`src/rtl/fft_stream_loader_if.sv`:
```
// rtl/fft_stream_loader_if.sv - sample stream, result stream and RAM port bundle of the fft loader
interface fft_stream_loader_if #(
    parameter int LOGN = 12,
    parameter int DW   = 64
);
    logic [DW-1:0]   s_data;
    logic            s_valid;
    logic            s_ready;
    logic [2*DW-1:0] m_data;
    logic            m_valid;
    logic            m_ready;
    logic            m_last;
    logic            mem_en;
    logic            mem_we;
    logic [LOGN-1:0] mem_addr;
    logic [2*DW-1:0] mem_wdata;
    logic [2*DW-1:0] mem_rdata;

    modport master (
        input  s_data, s_valid, m_ready, mem_rdata,
        output s_ready, m_data, m_valid, m_last, mem_en, mem_we, mem_addr, mem_wdata
    );

    modport slave (
        output s_data, s_valid, m_ready, mem_rdata,
        input  s_ready, m_data, m_valid, m_last, mem_en, mem_we, mem_addr, mem_wdata
    );
endinterface

```
`src/rtl/fft_stream_loader.sv`:
```
// rtl/fft_stream_loader.sv - loads bit-reversed samples, runs the fft engine, streams results out
module fft_stream_loader #(
    parameter int LOGN = 12,
    parameter int DW   = 64,
    parameter int FCW  = 16
) (
    input  logic                    clk,
    input  logic                    rst,
    fft_stream_loader_if.master     bus,
    output logic                    mem_grant,
    output logic                    fft_start,
    input  logic                    fft_done,
    output logic                    busy,
    output logic [FCW-1:0]          frame_cnt
);
    typedef enum logic [1:0] {LOAD, START, WAIT, UNLOAD} state_t;

    state_t          state, state_nx;
    logic            run_q;
    logic [LOGN-1:0] wcnt, rcnt, wcnt_rev;
    logic            rd_done;
    logic [2*DW-1:0] fifo_data [2];
    logic [1:0]      fifo_last;
    logic            rd_ptr, wr_ptr;
    logic [1:0]      occ;
    logic            in_flight, in_flight_last;
    logic            s_fire, m_fire, rd_issue;
    logic [2:0]      slots;

    always_comb begin
        wcnt_rev = '0;
        for (int i = 0; i < LOGN; i++) wcnt_rev[i] = wcnt[LOGN-1-i];
    end

    assign bus.m_valid = (occ != 2'd0);
    assign bus.m_data  = bus.m_valid ? fifo_data[rd_ptr] : '0;
    assign bus.m_last  = bus.m_valid & fifo_last[rd_ptr];
    assign m_fire      = bus.m_valid & bus.m_ready;
    assign busy        = !((state == LOAD) && (wcnt == '0));

    always_ff @(posedge clk or negedge rst) begin
        if (!rst) state <= LOAD;
        else      state <= state_nx;
    end

    always_comb begin
        state_nx      = state;
        bus.s_ready   = 1'b0;
        bus.mem_en    = 1'b0;
        bus.mem_we    = 1'b0;
        bus.mem_addr  = '0;
        bus.mem_wdata = '0;
        fft_start     = 1'b0;
        mem_grant     = 1'b0;
        s_fire        = 1'b0;
        rd_issue      = 1'b0;
        // pending slots once this cycle's pop has freed its entry
        slots         = {1'b0, occ} + {2'b0, in_flight} - {2'b0, m_fire};
        case (state)
            LOAD: begin
                bus.s_ready = run_q;
                s_fire      = bus.s_valid & run_q;
                if (s_fire) begin
                    bus.mem_en    = 1'b1;
                    bus.mem_we    = 1'b1;
                    bus.mem_addr  = wcnt_rev;
                    bus.mem_wdata = {bus.s_data, {DW{1'b0}}};
                    if (&wcnt) state_nx = START;
                end
            end
            START: begin
                fft_start = 1'b1;
                mem_grant = 1'b1;
                state_nx  = WAIT;
            end
            WAIT: begin
                mem_grant = 1'b1;
                if (fft_done) state_nx = UNLOAD;
            end
            UNLOAD: begin
                if (!rd_done && (slots < 3'd2)) begin
                    rd_issue     = 1'b1;
                    bus.mem_en   = 1'b1;
                    bus.mem_addr = rcnt;
                end
                if (m_fire && bus.m_last) state_nx = LOAD;
            end
            default: state_nx = LOAD;
        endcase
    end

    always_ff @(posedge clk or negedge rst) begin
        if (!rst) begin
            run_q          <= 1'b0;
            wcnt           <= '0;
            rcnt           <= '0;
            rd_done        <= 1'b0;
            fifo_last      <= '0;
            rd_ptr         <= 1'b0;
            wr_ptr         <= 1'b0;
            occ            <= 2'd0;
            in_flight      <= 1'b0;
            in_flight_last <= 1'b0;
            frame_cnt      <= '0;
        end else begin
            run_q          <= 1'b1;
            in_flight      <= rd_issue;
            in_flight_last <= rd_issue & (&rcnt);
            occ            <= occ + {1'b0, in_flight} - {1'b0, m_fire};
            if (s_fire) wcnt <= wcnt + LOGN'(1);
            if (rd_issue) begin
                rcnt <= rcnt + LOGN'(1);
                if (&rcnt) rd_done <= 1'b1;
            end
            if (in_flight) begin
                fifo_last[wr_ptr] <= in_flight_last;
                wr_ptr            <= ~wr_ptr;
            end
            if (m_fire) rd_ptr <= ~rd_ptr;
            if (m_fire && bus.m_last) begin
                frame_cnt <= frame_cnt + FCW'(1);
                rd_done   <= 1'b0;
            end
        end
    end

    always_ff @(posedge clk) begin
        if (in_flight) fifo_data[wr_ptr] <= bus.mem_rdata;
    end
endmodule

```
`src/flat_wrapper.sv`:
```
// flat-port wrapper written by rule: the top's interface ports become plain ports
module fft_stream_loader_flat 
#(
    parameter int LOGN = 12,
    parameter int DW   = 64,
    parameter int FCW  = 16
)
  (clk, rst, mem_grant, fft_start, fft_done, busy, frame_cnt, bus_s_data, bus_s_valid, bus_m_ready, bus_mem_rdata, bus_s_ready, bus_m_data, bus_m_valid, bus_m_last, bus_mem_en, bus_mem_we, bus_mem_addr, bus_mem_wdata);
  fft_stream_loader_if #(.LOGN(LOGN), .DW(DW)) bus_i ();
  input  logic clk;
  input  logic rst;
  output logic mem_grant;
  output logic fft_start;
  input  logic fft_done;
  output logic busy;
  output logic [FCW-1:0] frame_cnt;
  input wire logic [$bits(bus_i.s_data)-1:0] bus_s_data;
  input wire logic [$bits(bus_i.s_valid)-1:0] bus_s_valid;
  input wire logic [$bits(bus_i.m_ready)-1:0] bus_m_ready;
  input wire logic [$bits(bus_i.mem_rdata)-1:0] bus_mem_rdata;
  output wire logic [$bits(bus_i.s_ready)-1:0] bus_s_ready;
  output wire logic [$bits(bus_i.m_data)-1:0] bus_m_data;
  output wire logic [$bits(bus_i.m_valid)-1:0] bus_m_valid;
  output wire logic [$bits(bus_i.m_last)-1:0] bus_m_last;
  output wire logic [$bits(bus_i.mem_en)-1:0] bus_mem_en;
  output wire logic [$bits(bus_i.mem_we)-1:0] bus_mem_we;
  output wire logic [$bits(bus_i.mem_addr)-1:0] bus_mem_addr;
  output wire logic [$bits(bus_i.mem_wdata)-1:0] bus_mem_wdata;
  assign bus_i.s_data = bus_s_data;
  assign bus_i.s_valid = bus_s_valid;
  assign bus_i.m_ready = bus_m_ready;
  assign bus_i.mem_rdata = bus_mem_rdata;
  assign bus_s_ready = bus_i.s_ready;
  assign bus_m_data = bus_i.m_data;
  assign bus_m_valid = bus_i.m_valid;
  assign bus_m_last = bus_i.m_last;
  assign bus_mem_en = bus_i.mem_en;
  assign bus_mem_we = bus_i.mem_we;
  assign bus_mem_addr = bus_i.mem_addr;
  assign bus_mem_wdata = bus_i.mem_wdata;
  fft_stream_loader #(.LOGN(LOGN), .DW(DW), .FCW(FCW)) u_core (.clk(clk), .rst(rst), .bus(bus_i), .mem_grant(mem_grant), .fft_start(fft_start), .fft_done(fft_done), .busy(busy), .frame_cnt(frame_cnt));
endmodule
```
`config.mk`:
```
export PLATFORM = sky130hd
export DESIGN_NAME = fft_stream_loader_flat
export DESIGN_NICKNAME = d
export VERILOG_FILES = /design/src/rtl/fft_stream_loader_if.sv /design/src/rtl/fft_stream_loader.sv /design/src/flat_wrapper.sv
export SDC_FILE = /design/constraint.sdc
export NUM_CORES = 1
export LEC_CHECK = 0
export ABC_AREA = 1
export CAP_MARGIN = 20
export CORE_AREA = 3 3 187 189
export CTS_CLUSTER_DIAMETER = 120
export CTS_CLUSTER_SIZE = 24
export DETAILED_ROUTE_END_ITERATION = 6
export DIE_AREA = 0 0 190 192
export PLACE_DENSITY = 0.77
export SLEW_MARGIN = 20
export SYNTH_ARGS = -nofsm -noshare
export SYNTH_HDL_FRONTEND = slang
export SYNTH_SLANG_ARGS = --single-unit
```
`constraint.sdc`:
```
create_clock -name clk -period 6.62 [get_ports clk]
set_clock_uncertainty 0.2 [all_clocks]
set_input_delay 0.993 -clock clk [delete_from_list [all_inputs] [get_ports clk]]
set_output_delay 0.993 -clock clk [all_outputs]
set_load 0.02 [all_outputs]
```
Word-level counts from Yosys, hierarchy flattened:

Memories as Yosys holds them, arrays and structs flattened.
Index checks and enable logic that the tools add are counted.

* output and inout port bits: 292
* word-level logic and storage cells: 83
* bits in writable memories: 256
* memories kept: 1
* register bits after elaboration: 52

Memories
* u_core.fifo_data: depth 2, width 128, rd ports 1, clocked after memory_dff 0, wr ports 1, line fft_stream_loader.sv:22 `logic [2*DW-1:0] fifo_data [2];`

* order comparisons: 4
* bitwise operators: 6
* equality and inequality tests: 7
* reductions and logical operators: 16
* $add $sub $neg: 7
* muxes and demuxes: 30

Operator list (number)
* $mux 128: 3
* $add 12x1->12 const B: 2
* $mux 12: 2
* $pmux 12 s2: 1
* $reduce_and 12->1: 2
* $add 16x1->16 const B: 1
* $mux 1: 16
* $logic_not 12->1: 1
* $mux 2: 4
* $pmux 2 s4: 1
* $ne 2x2->1 const B: 3
* $reduce_bool 2->1: 3
* $and 1x1->1: 4
* $eq 2x2->1 const B: 2
* $logic_and 1x1->1: 4
* $lt 1x2->1 const B: 2
* $reduce_and 4->1: 1
* $add 2x1->3: 1
* $lt 3x2->1 const B: 1
* $sub 3x1->3: 1
* $add 2x1->2: 1
* $bwmux 2: 1
* $eq 2x1->1 const B: 1
* $logic_not 1->1: 2
* other kinds (9): 10

Logic depth before layout (Yosys ltp):

Gate-level depths: netlist (run 1).

* word-level depth: 9
* mapped depth: 16
* mapped depth without buffers: 16

Least setup slack after synthesis (run 1):

Ideal clock, no wire load.

* kind: register to register
* start point: register u_core.in_flight
* end point: register u_core.fifo_last[0]
* data arrival time: 6556 ps
* setup slack: -246 ps
* cell stages (with the launch flop): 5
* buffers on the path: 0
* setup time: 109 ps
* required time: 6311 ps
* period minus slack after synthesis: 6866 ps
* cell sequence: dfrtp_1 > inv_1 > nor2_1 > inv_1 > o21ai_0

RTL lines
* start: declaration: line fft_stream_loader.sv:26 `logic in_flight, in_flight_last;`
* start signal: assignment: line fft_stream_loader.sv:107 `in_flight <= rd_issue;`
* end signal: indexed assignment: line fft_stream_loader.sv:116 `fifo_last[wr_ptr] <= in_flight_last;`
* end: declaration: line fft_stream_loader.sv:23 `logic [1:0] fifo_last;`

Worst setup path after layout (run 1):

* start point: register u_core.occ[1]
* end point: output port bus_mem_addr[10]

* word-level cells in the longest chain between the ends: 7

Ends and longest elaborated chain
* start: declaration: line fft_stream_loader.sv:25 `logic [1:0] occ;`
* start signal: assignment: line fft_stream_loader.sv:109 `occ <= occ + {1'b0, in_flight} - {1'b0, m_fire};`
* $reduce_bool 2->1: line fft_stream_loader.sv:35 `assign bus.m_valid = (occ != 2'd0);`
* $and 1x1->1: line fft_stream_loader.sv:38 `assign m_fire = bus.m_valid & bus.m_ready;`
* via u_core.m_fire: line fft_stream_loader.sv:27 `logic s_fire, m_fire, rd_issue;`
* $sub 3x1->3: line fft_stream_loader.sv:58 `slots = {1'b0, occ} + {2'b0, in_flight} - {2'b0, m_fire};`
* $lt 3x2->1: line fft_stream_loader.sv:81 `if (!rd_done && (slots < 3'd2)) begin`
* $logic_and 1x1->1: line fft_stream_loader.sv:81
* $mux 12: line fft_stream_loader.sv:81
* $pmux 12 s2: line fft_stream_loader.sv:59 `case (state)`
* end: declaration: line flat_wrapper.sv:27 `output wire logic [$bits(bus_i.mem_addr)-1:0] bus_mem_addr;`

The timed path passes the listed nets, and every way through them passes these cells.

==> summary.txt, run 1 <==
Outcome
  – Status: completed

Job
  – Max cap viols: 0

Critical path
  – CP Max Fanout: 36
  – Reg-to-reg startpoint: u_core.occ[1]
  – CP required: 5.43 ns
  – Crit path launch: u_core.occ[1]
  – CP max stage delay: 0.64 ns
  – CP Data Arrival Time: 4.64 ns
  – Crit-path cells: inv_1 > nand2_1 > inv_4 > nor2_1 > ha_1 > inv_1 > ha_1 > inv_1 > fa_1 > nand2_1 > nor2_1 > inv_1 > nor2_2 > nand2_1 > a21oi_1 > clkdlybuf4s50_1
  – Cell mode on critical path: inv_1
  – Crit start category: register
  – CP Capture Type: primary output
  – Kind of critical path: reg2out
  – Crit path max-delay cell type: clkdlybuf4s50_1

Power
  – Leak pwr: 7.05 nW
  – Worst VDD drop: 0.218 mV
  – Pwr dens: 322 nW/um2

Cells and area
  – Filler Cell Count: 2,778
  – Inserted Diodes: 0
  – Layout cells sized above 1: 2.67%
  – Area growth syn-to-layout: 36.5%
  – Register area: 8990 um2
  – Area taken by multi-input logic gates: 3480 um2
  – Fin cells: 2,099
  – Nets: 1,849

Worst hold path
  – HP Class: reg2reg
  – Hold wc startpoint: u_core.fifo_last[0]

Clock network
  – H-tree levels: 1
  – Worst-path clk slew: 0.09 ns
  – Max Root-Sink Buffers: 3
  – Resize count post-CTS: 0
  – Clk Latency, worst-skew pair: 0.51 ns
  – Clock sinks: 308
  – CTS tree: yes
  – Setup bufs post-CTS: 0
  – Cts hold-fix bufs: 0
  – Clk root buf: clkbuf_16
  – Num CTS Buffers: 16

Global routing
  – Total grt overflow: 0
  – Vias in the first global route: 9,845
  – Aggregate global-route resource usage: 18.5%
  – Largest net degree at the start of global routing: 95
  – Initial antenna violation count: 4
  – First-pass GRT wire length: 53,800 um

Placed design
  – Port Buffer Count: 424
  – Final HPWL DP: 25,000 um
  – Placed Cells: 2,071
  – Pre-CTS WS: 0.851 ns
  – Final Wtd Congestion: 0.911

Floorplan
  – Io pins: 489
  – Die Height: 192 um
  – Core ar.: 33,400 um2
  – Row Count: 67
  – Die area: 36,500 um2
  – DIE WIDTH: 190 um
  – Starting Density: 40.0%

Synthesis
  – Post-synthesis register bit count: 308
  – Syn Area/Cell: 10.7 um2
  – Post-Syn Area: 13,400 um2
  – Post-synth cell types: 29
  – Sequential share of the synthesized area: 67.2%
  – Synth Instances: 1,245
  – Yosys warns: 0

Timing
  – Final setup vio count: 0
  – Relative slew margins: 28.7%
  – Final TNS setup: 0 ns
  – Highest clock rate: 172 MHz
  – RSZ-0062 raised after global routing: false
  – Actual slew at the worst max-slew pin: 1.07 ns
  – Final Hold Fails: 0
  – Max-slew violations: 0
  – Setup ws final: 0.790 ns
  – Crit path time final: 5.83 ns
  – Final worst-path cycle share: 88.1%

Detailed routing
  – Routed vias/inst: 4.71
  – Post-DRT Antenna Nets: 0
  – Drt first pass iters: 5
  – Initial DRC Count: 604
  – Drt wl/cell: 17.1 um
  – DR DRC count: 0
  – Vias: 9,890
  – Routed WL: 35,900 um
## power by group
part           internal (mW)  leakage (nW)  switching, mW  total (mW)
logic                   1.06          3.85           1.51        2.57
clock network          0.503         0.230          0.591        1.09
registers               2.12          2.97         0.0830        2.21
## worst max-delay path, delay by kind of cell, from the launching register on
family	cells	cell delay, ns
AOI/OAI and AO/OA	1	0.20
adders and majority gates	3	0.98
buffers and inverters	6	1.29
DFF	1	0.46
and+or+nand+nor	6	1.22
## through the flow
stage / hold slack (ns) / instance area [um2] / utilization (%) / total power, mW
4_1_cts: 0.301 / 18200 / 54.6 / 5.94
3_3_place_gp: 0.269 / 17800 / 53.1 / 4.81
3_5_place_dp: 0.274 / 17800 / 53.1 / 4.84
5_1_grt: 0.341 / 18200 / 54.6 / 6.18
6_report: 0.304 / 18200 / 54.6 / 5.87
2_1_floorplan: 0.242 / 13600 / - / 3.59
## area by class of cell
type | instances | area share (%)
clock buffer | 26 | 2.40
clock inverter | 2 | 0.254
inverter | 109 | 2.30
multi-input combinational | 773 | 19.1
sequential | 308 | 49.3
tap | 448 | 3.07
timing repair buffer | 433 | 23.6
## cells in the final DEF, fill, tap and decap left out
cell / netlist / final
clkdlybuf4s50_1: 0 / 423
nand2_1: 378 / 378
edfxtp_1: 256 / 256
a21oi_1: 141 / 141
inv_1: 106 / 103
nor2_1: 94 / 93
conb_1: 2 / 65
dfrtp_1: 52 / 51
xor2_1: 22 / 22
nand3_1: 18 / 18
clkbuf_16: 0 / 16
ha_1: 10 / 10
clkbuf_1: 25 / 10
xnor2_1: 9 / 9
nand4_1: 9 / 9
buf_4: 66 / 9
o21ai_0: 7 / 7
nor3_1: 5 / 5
nor2_4: 3 / 4
inv_2: 3 / 3
nor4_1: 3 / 3
nor2_2: 2 / 2
inv_4: 0 / 2
nand3b_1: 2 / 2
inv_6: 0 / 1
nor4_2: 1 / 1
nand3_4: 1 / 1
a21oi_4: 1 / 1
o21ai_1: 1 / 1
fa_1: 1 / 1
clkinv_8: 0 / 1
bufinv_16: 0 / 1
buf_2: 25 / 1
dfrtp_4: 0 / 1
## kinds of logic (layout without fill, tap and decap cells)
family,count (synthesis),count (layout),share of synthesized area [%]
compound gates,150,150,5.70
xor+xnor,31,31,2.03
buf+inv,227,570,8.52
flops,308,308,67.2
fa+ha+maj,11,11,1.09
other cells,2,65,0.0562
simple gates,516,516,15.4
## flip-flops by register name (all words and copies together) (netlist names), 2 cells and up
name	cells
u_core.frame_cnt	16
u_core.fifo_data	256
u_core.fifo_last	2
u_core.wcnt	12
u_core.rcnt	12
u_core.state	2
u_core.occ	2
## cells in the mapped netlist
master	number	share of area, %
clkbuf_1	25	0.70
ha_1	10	0.94
nand4_1	9	0.42
nand3b_1	2	0.11
o21ai_1	1	0.037
a21oi_4	1	0.12
edfxtp_1	256	58
xor2_1	22	1.4
nand2_1	378	11
nor4_1	3	0.14
o21ai_0	7	0.26
buf_2	25	0.94
inv_1	106	3.0
nand3_4	1	0.13
nor3_1	5	0.19
conb_1	2	0.056
nor2_2	2	0.094
buf_6	1	0.084
inv_2	3	0.084
nor2_1	94	2.6
buf_1	1	0.028
xnor2_1	9	0.59
nor2_4	3	0.25
a21oi_1	141	5.3
nand3_1	18	0.67
nor4_2	1	0.094
dfrtp_1	52	9.7
buf_4	66	3.7
fa_1	1	0.15
## worst paths after layout
check,slack [ns],cells after the start,endpoint
max in group asynchronous,5.33,2,u_core.rd_ptr
setup / recovery,0.79,16,bus_mem_addr[10]
setup reg to reg,2.74,16,u_core.rcnt[6]
min in group asynchronous,0.40,2,u_core.rcnt[0]
hold reg to reg,0.30,2,u_core.fifo_last[0]
hold / removal,0.30,2,u_core.fifo_last[0]
## layer usage
layer  track usage [%]  vias up  part of all wire, %
met1              22.5     4680                   38
li1                  -     4737                    -
met4              4.12        6                  1.9
met5                 0        -                 0.11
met2              32.9      416                   51
met3              5.17       51                  9.1
No activity file was read; power rests on OpenSTA's default activity.
==> run 2, diff against run 1 <==
--- a/config.mk
+++ b/config.mk
@@ -13,7 +13,6 @@
 export DETAILED_ROUTE_END_ITERATION = 6
 export DIE_AREA = 0 0 190 192
 export PLACE_DENSITY = 0.77
-export SLEW_MARGIN = 20
 export SYNTH_ARGS = -nofsm -noshare
 export SYNTH_HDL_FRONTEND = slang
 export SYNTH_SLANG_ARGS = --single-unit
==> constraint.sdc (replaced) <==
create_clock -name clk -period 6.62 [get_ports clk]
set_clock_uncertainty 0.2 [all_clocks]
set_input_delay 1.986 -clock clk [delete_from_list [all_inputs] [get_ports clk]]
set_output_delay 1.986 -clock clk [all_outputs]
set_load 0.02 [all_outputs]
==> summary.txt, run 2 (synthesized netlist as in run 1, its figures left out) <==
Clock network
  – Cts hold-fix bufs: 0
  – Clk Latency, worst-skew pair: 0.51 ns
  – Worst-path clk slew: 0.10 ns
  – CTS tree: yes
  – Clock sinks: 308
  – Num CTS Buffers: 16
  – H-tree levels: 1
  – Clk root buf: clkbuf_16
  – Max Root-Sink Buffers: 3

Detailed routing
  – Drt wl/cell: 17.1 um
  – Initial DRC Count: 535
  – Routed WL: 36,200 um
  – Post-DRT Antenna Nets: 0
  – Drt first pass iters: 4
  – DR DRC count: 0
  – Vias: 9,996
  – Routed vias/inst: 4.73

Critical path
  – CP Capture Type: primary output
  – CP Data Arrival Time: 4.22 ns
  – Kind of critical path: in2out
  – Crit start category: input port
  – CP required: 4.43 ns
  – CP Max Fanout: 7

Cells and area
  – Final core utilization: 55.1%
  – Filler Cell Count: 2,774
  – Reg with most FFs: u_core.fifo_data
  – Biggest regs: u_core.fifo_data: 256 flops, u_core.frame_cnt: 16 flops
  – Area growth syn-to-layout: 37.8%
  – Most common cell after layout, fill and taps aside: clkdlybuf4s50_1
  – Most frequent cells in the layout: 409 x clkdlybuf4s50_1, 377 x nand2_1, 256 x edfxtp_1
  – Nets: 1,862
  – Largest register FFs: 256
  – Layout cells sized above 1: 4.81%

Timing
  – Actual slew at the worst max-slew pin: 1.03 ns
  – Highest clock rate: 156 MHz
  – RSZ-0062 raised after global routing: false
  – Final Hold Fails: 0
  – Setup ws final: 0.211 ns
  – Final setup vio count: 0
  – Worst hold margin: 0.304 ns
  – Relative slew margins: 31.5%
  – Final TNS setup: 0 ns
  – Crit path time final: 6.41 ns
  – Max-slew violations: 0
  – Final worst-path cycle share: 96.8%

Power
  – Worst VDD drop: 0.177 mV
  – Pwr dens: 321 nW/um2
  – Power Total: 5.91 mW
  – Leak pwr: 7.16 nW

Floorplan
  – Die Height: 192 um
  – Io pins: 489
  – Core ar.: 33,400 um2
  – Row Count: 67
  – DIE WIDTH: 190 um
  – Starting Density: 40.0%
  – Die area: 36,500 um2

Global routing
  – Initial antenna violation count: 7
  – First-pass GRT wire length: 53,200 um
  – Total grt overflow: 0
  – Aggregate global-route resource usage: 18.5%
  – Vias in the first global route: 9,560
  – Largest net degree at the start of global routing: 89

Job
  – Max cap viols: 0

Placed design
  – Port Buffer Count: 424
  – Final Wtd Congestion: 0.892
  – Final HPWL DP: 25,100 um
  – Pre-CTS WS: -0.636 ns

Outcome
  – Status: completed

Worst hold path
  – HP Class: reg2reg
run 2: critical path, cell delays in order:
cell      delay, ns
clkbuf_2       0.10
inv_2          0.05
nor2_4         0.13
ha_4           0.21
inv_2          0.07
ha_4           0.13
inv_1          0.04
fa_1           0.51
nand2_1        0.07
nor2_2         0.12
inv_2          0.05
nor2_4         0.15
buf_6          0.12
buf_12         0.11
nand2_2        0.06
a21oi_2        0.15
buf_4          0.16
run 2: cell type report:
class                   instances  area, um2  area share, %
inverters                     109        419           2.28
clock buffers                  26        438           2.38
clock inverters                 2       46.3          0.251
well taps                     448        561           3.04
multi-input cells             773       3530           19.2
flip-flops and latches        308       8990           48.8
diodes                          2       5.00         0.0272
repair buffers                446       4420           24.0
run 2: where the power goes:
part           internal [mW]  total, mW  switching (mW)  leakage [nW]
registers               2.12       2.20          0.0800          2.97
logic                   1.08       2.62            1.53          3.96
clock network          0.503       1.09           0.583         0.230
total                   3.71       5.91            2.20          7.16
run 2: final timing paths:
kind,start,endpoint,slack (ns),depth (start not counted)
setup / recovery,bus_m_ready,bus_mem_addr[10],0.21,17
hold / removal,u_core.fifo_last[1],u_core.fifo_last[1],0.30,2
setup reg to reg,u_core.occ[1],u_core.rcnt[6],3.36,18
hold reg to reg,u_core.fifo_last[1],u_core.fifo_last[1],0.30,2
max in group asynchronous,rst,u_core.rd_ptr,4.35,2
min in group asynchronous,rst,u_core.occ[0],1.37,2
run 2: through the flow:
| stage | instances | area [um2] |
|---|---|---|
| floorplan | 1308 | 13600 |
| global placement | 2079 | 17800 |
| detailed placement | 2079 | 17800 |
| CTS | 2111 | 18400 |
| global route | 2113 | 18400 |
| finish | 2114 | 18400 |
run 2: what timing repair did:
action / CTS / global route
gates cloned: 1 / 0
gates resized for setup: 59 / 11
endpoints found under the hold margin: 0 / 0
pin swaps: 6 / 5
setup buffers: 3 / 0
setup endpoints to repair: 13 / 13
run 2: layer usage:
metal / global-route usage, % / part of all wire (%) / vias up
met5: 0 / 0.19 / -
met4: 4.46 / 2.2 / 10
met3: 6.39 / 10 / 62
met2: 32.7 / 51 / 437
met1: 21.7 / 37 / 4725
li1: - / - / 4762
==> run 3, diff against run 2 <==
--- a/config.mk
+++ b/config.mk
@@ -6,13 +6,13 @@
 export NUM_CORES = 1
 export LEC_CHECK = 0
 export ABC_AREA = 1
-export CAP_MARGIN = 20
+export CAP_MARGIN = 15
 export CORE_AREA = 3 3 187 189
 export CTS_CLUSTER_DIAMETER = 120
 export CTS_CLUSTER_SIZE = 24
 export DETAILED_ROUTE_END_ITERATION = 6
 export DIE_AREA = 0 0 190 192
-export PLACE_DENSITY = 0.77
+export PLACE_DENSITY = 0.75
 export SYNTH_ARGS = -nofsm -noshare
 export SYNTH_HDL_FRONTEND = slang
 export SYNTH_SLANG_ARGS = --single-unit
==> constraint.sdc (replaced) <==
create_clock -name clk -period 7.6 [get_ports clk]
set_clock_uncertainty 0.2 [all_clocks]
set_input_delay 2.28 -clock clk [delete_from_list [all_inputs] [get_ports clk]]
set_output_delay 2.28 -clock clk [all_outputs]
set_load 0.02 [all_outputs]
==> summary.txt, run 3 (synthesized netlist as in run 1, its figures left out) <==
Detailed routing
  – Drt wl/cell: 16.7 um
  – M1 wire length: 14,000 um
  – Vias: 9,814
  – Post-DRT Antenna Nets: 0
  – DR DRC count: 0
  – Highest routed layer: met5
  – Drt first pass iters: 5
  – Routed vias/inst: 4.66
  – WL met3: 3300 um
  – Initial DRC Count: 620
  – Routed WL: 35,100 um
  – Met2 WL post-DR: 17,100 um

Clock network
  – Setup bufs post-CTS: 0
  – Worst-path clk slew: 0.09 ns
  – Clk root buf: clkbuf_16
  – Num CTS Buffers: 16
  – Clock sinks: 308
  – H-tree levels: 1
  – Cts hold-fix bufs: 0
  – CTS tree: yes
  – Max Root-Sink Buffers: 3
  – Clk Latency, worst-skew pair: 0.51 ns

Floorplan
  – DIE WIDTH: 190 um
  – Starting Density: 40.0%
  – Row Count: 67
  – Die Height: 192 um
  – Io pins: 489
  – Core ar.: 33,400 um2
  – Die area: 36,500 um2

Worst hold path
  – Worst hold path stage count: 2
  – Hold wc startpoint: u_core.fifo_last[0]
  – Hold worst-path end: u_core.fifo_last[0]
  – HP Class: reg2reg

Critical path
  – Crit path max-delay family: adder cells
  – Crit start category: input port
  – R2r setup slk: 3.94 ns
  – Crit path max-delay cell type: fa_1
  – Reg2reg path depth: 18
  – CP Data Arrival Time: 4.63 ns
  – CP Capture Type: primary output
  – CP Buf/Inv Count: 7
  – Worst reg2reg path endpoint: u_core.rcnt[9]
  – Kind of critical path: in2out
  – Cell mode on critical path: inv_1
  – Reg-to-reg startpoint: u_core.occ[1]
  – Crit-path cells: dlymetal6s2s_1 > inv_1 > nor2_2 > ha_1 > inv_1 > ha_1 > inv_1 > fa_1 > nand2_1 > nor2_1 > inv_1 > nor2_4 > buf_12 > nand2_1 > a21oi_1 > buf_2
  – CP Max Fanout: 13
  – CP max stage delay: 0.49 ns
  – CP required: 5.12 ns

Power
  – Switch Pwr: 1.90 mW
  – Leak pwr: 7.12 nW
  – Switch share: 37.1%
  – Power Total: 5.11 mW
  – Combinational fraction of design power: 43.8%
  – Clock share of power: 18.6%
  – Pwr dens: 280 nW/um2
  – Seq pwr share: 37.6%
  – Worst VDD drop: 0.231 mV
  – Internal Pwr Total: 3.21 mW

Cells and area
  – Most frequent cells in the layout: 409 x clkdlybuf4s50_1, 378 x nand2_1, 256 x edfxtp_1
  – Area taken by multi-input logic gates: 3490 um2
  – Area growth syn-to-layout: 36.7%
  – Reg with most FFs: u_core.fifo_data
  – Biggest regs: u_core.fifo_data: 256 flops, u_core.frame_cnt: 16 flops
  – Register area: 8990 um2
  – Layout cells sized above 1: 3.80%
  – Largest register FFs: 256
  – Most common cell after layout, fill and taps aside: clkdlybuf4s50_1
  – Filler Cell Count: 2,782
  – Nets: 1,855

Placed design
  – Final Wtd Congestion: 0.876
  – Port Buffer Count: 424
  – Final HPWL DP: 24,300 um

Timing
  – Relative slew margins: 27.3%
  – Final Hold Fails: 0
  – Crit path time final: 7.11 ns
  – RSZ-0062 raised after global routing: false
  – Final setup vio count: 0
  – Final worst-path cycle share: 93.5%
  – Worst hold margin: 0.298 ns
  – Actual slew at the worst max-slew pin: 1.09 ns
  – Max-slew violations: 0
  – Highest clock rate: 141 MHz

Global routing
  – Largest net degree at the start of global routing: 84
  – First-pass GRT wire length: 52,200 um
  – Vias in the first global route: 9,446
  – Aggregate global-route resource usage: 17.8%
  – Initial antenna violation count: 2
  – Total grt overflow: 0

Job
  – Max cap viols: 0

Outcome
  – Status: completed
## run 3: worst max-delay path by stage
stage	from	to	slack, ns	depth (start not counted)
6_report	bus_m_ready	bus_mem_addr[5]	0.49	16
5_1_grt	bus_m_ready	bus_mem_addr[10]	0.29	16
4_1_cts	bus_m_ready	bus_mem_addr[9]	0.0003	16
3_5_place_dp	bus_m_ready	bus_mem_addr[5]	-0.35	16
3_3_place_gp	bus_m_ready	bus_mem_addr[10]	-0.26	16
2_1_floorplan	u_core.in_flight	u_core.fifo_last[0]	0.73	4
## run 3: power by group through the flow
| stage | combinational [mW] | sequential, mW | clock [mW] |
|---|---|---|---|
| after CTS | 2.26 | 1.93 | 0.984 |
| after floorplan | 1.22 | 1.91 | 0 |
| final | 2.24 | 1.92 | 0.949 |
| after detailed placement | 2.26 | 1.96 | 0 |
| after global placement | 2.23 | 1.96 | 0 |
| after global routing | 2.40 | 1.93 | 1.04 |
## run 3: worst register-to-register path, stage by stage (launching register included)
cell     delay (ns)
dfrtp_1        0.46
inv_1          0.08
nand2_1        0.17
inv_4          0.48
nor2_2         0.10
ha_1           0.31
inv_1          0.06
ha_1           0.14
inv_1          0.05
fa_1           0.49
nand2_1        0.05
nor2_1         0.14
buf_4          0.13
nand2_1        0.08
buf_4          0.18
nor2_1         0.21
nand3_1        0.11
nand2_1        0.07
nand2_1        0.06
## run 3: through the flow
step | util, % | TNS, ns | std cells | setup slack, ns | area, um2
2_1_floorplan | - | 0 | 1308 | 0.734 | 13600
3_3_place_gp | 53.3 | -2.87 | 2077 | -0.265 | 17800
3_5_place_dp | 53.3 | -4.00 | 2077 | -0.346 | 17800
4_1_cts | 54.6 | 0 | 2105 | 0.000305 | 18300
5_1_grt | 54.6 | 0 | 2105 | 0.288 | 18300
6_report | 54.6 | 0 | 2106 | 0.491 | 18300
## run 3: cell type report
| cell class | instances | area share (%) |
|---|---|---|
| Clock inverter | 2 | 0.253 |
| Antenna cell | 1 | 0.0137 |
| Clock buffer | 26 | 2.40 |
| Timing Repair Buffer | 439 | 23.7 |
| Tap cell | 448 | 3.07 |
| Inverter | 109 | 2.28 |
| Multi-Input combinational cell | 773 | 19.1 |
| Sequential cell | 308 | 49.2 |
## run 3: repair_timing
item                                    CTS  global route
pin swaps                                 0             0
endpoints found under the setup margin   13            13
resized for setup                        46             9
cloned                                    0             0
## run 3: routing by layer
metal / up-vias / track usage, %
met2: 389 / 29.6
met5: - / 0
li1: 4750 / -
met3: 51 / 5.33
met1: 4622 / 23.0
met4: 2 / 4.35
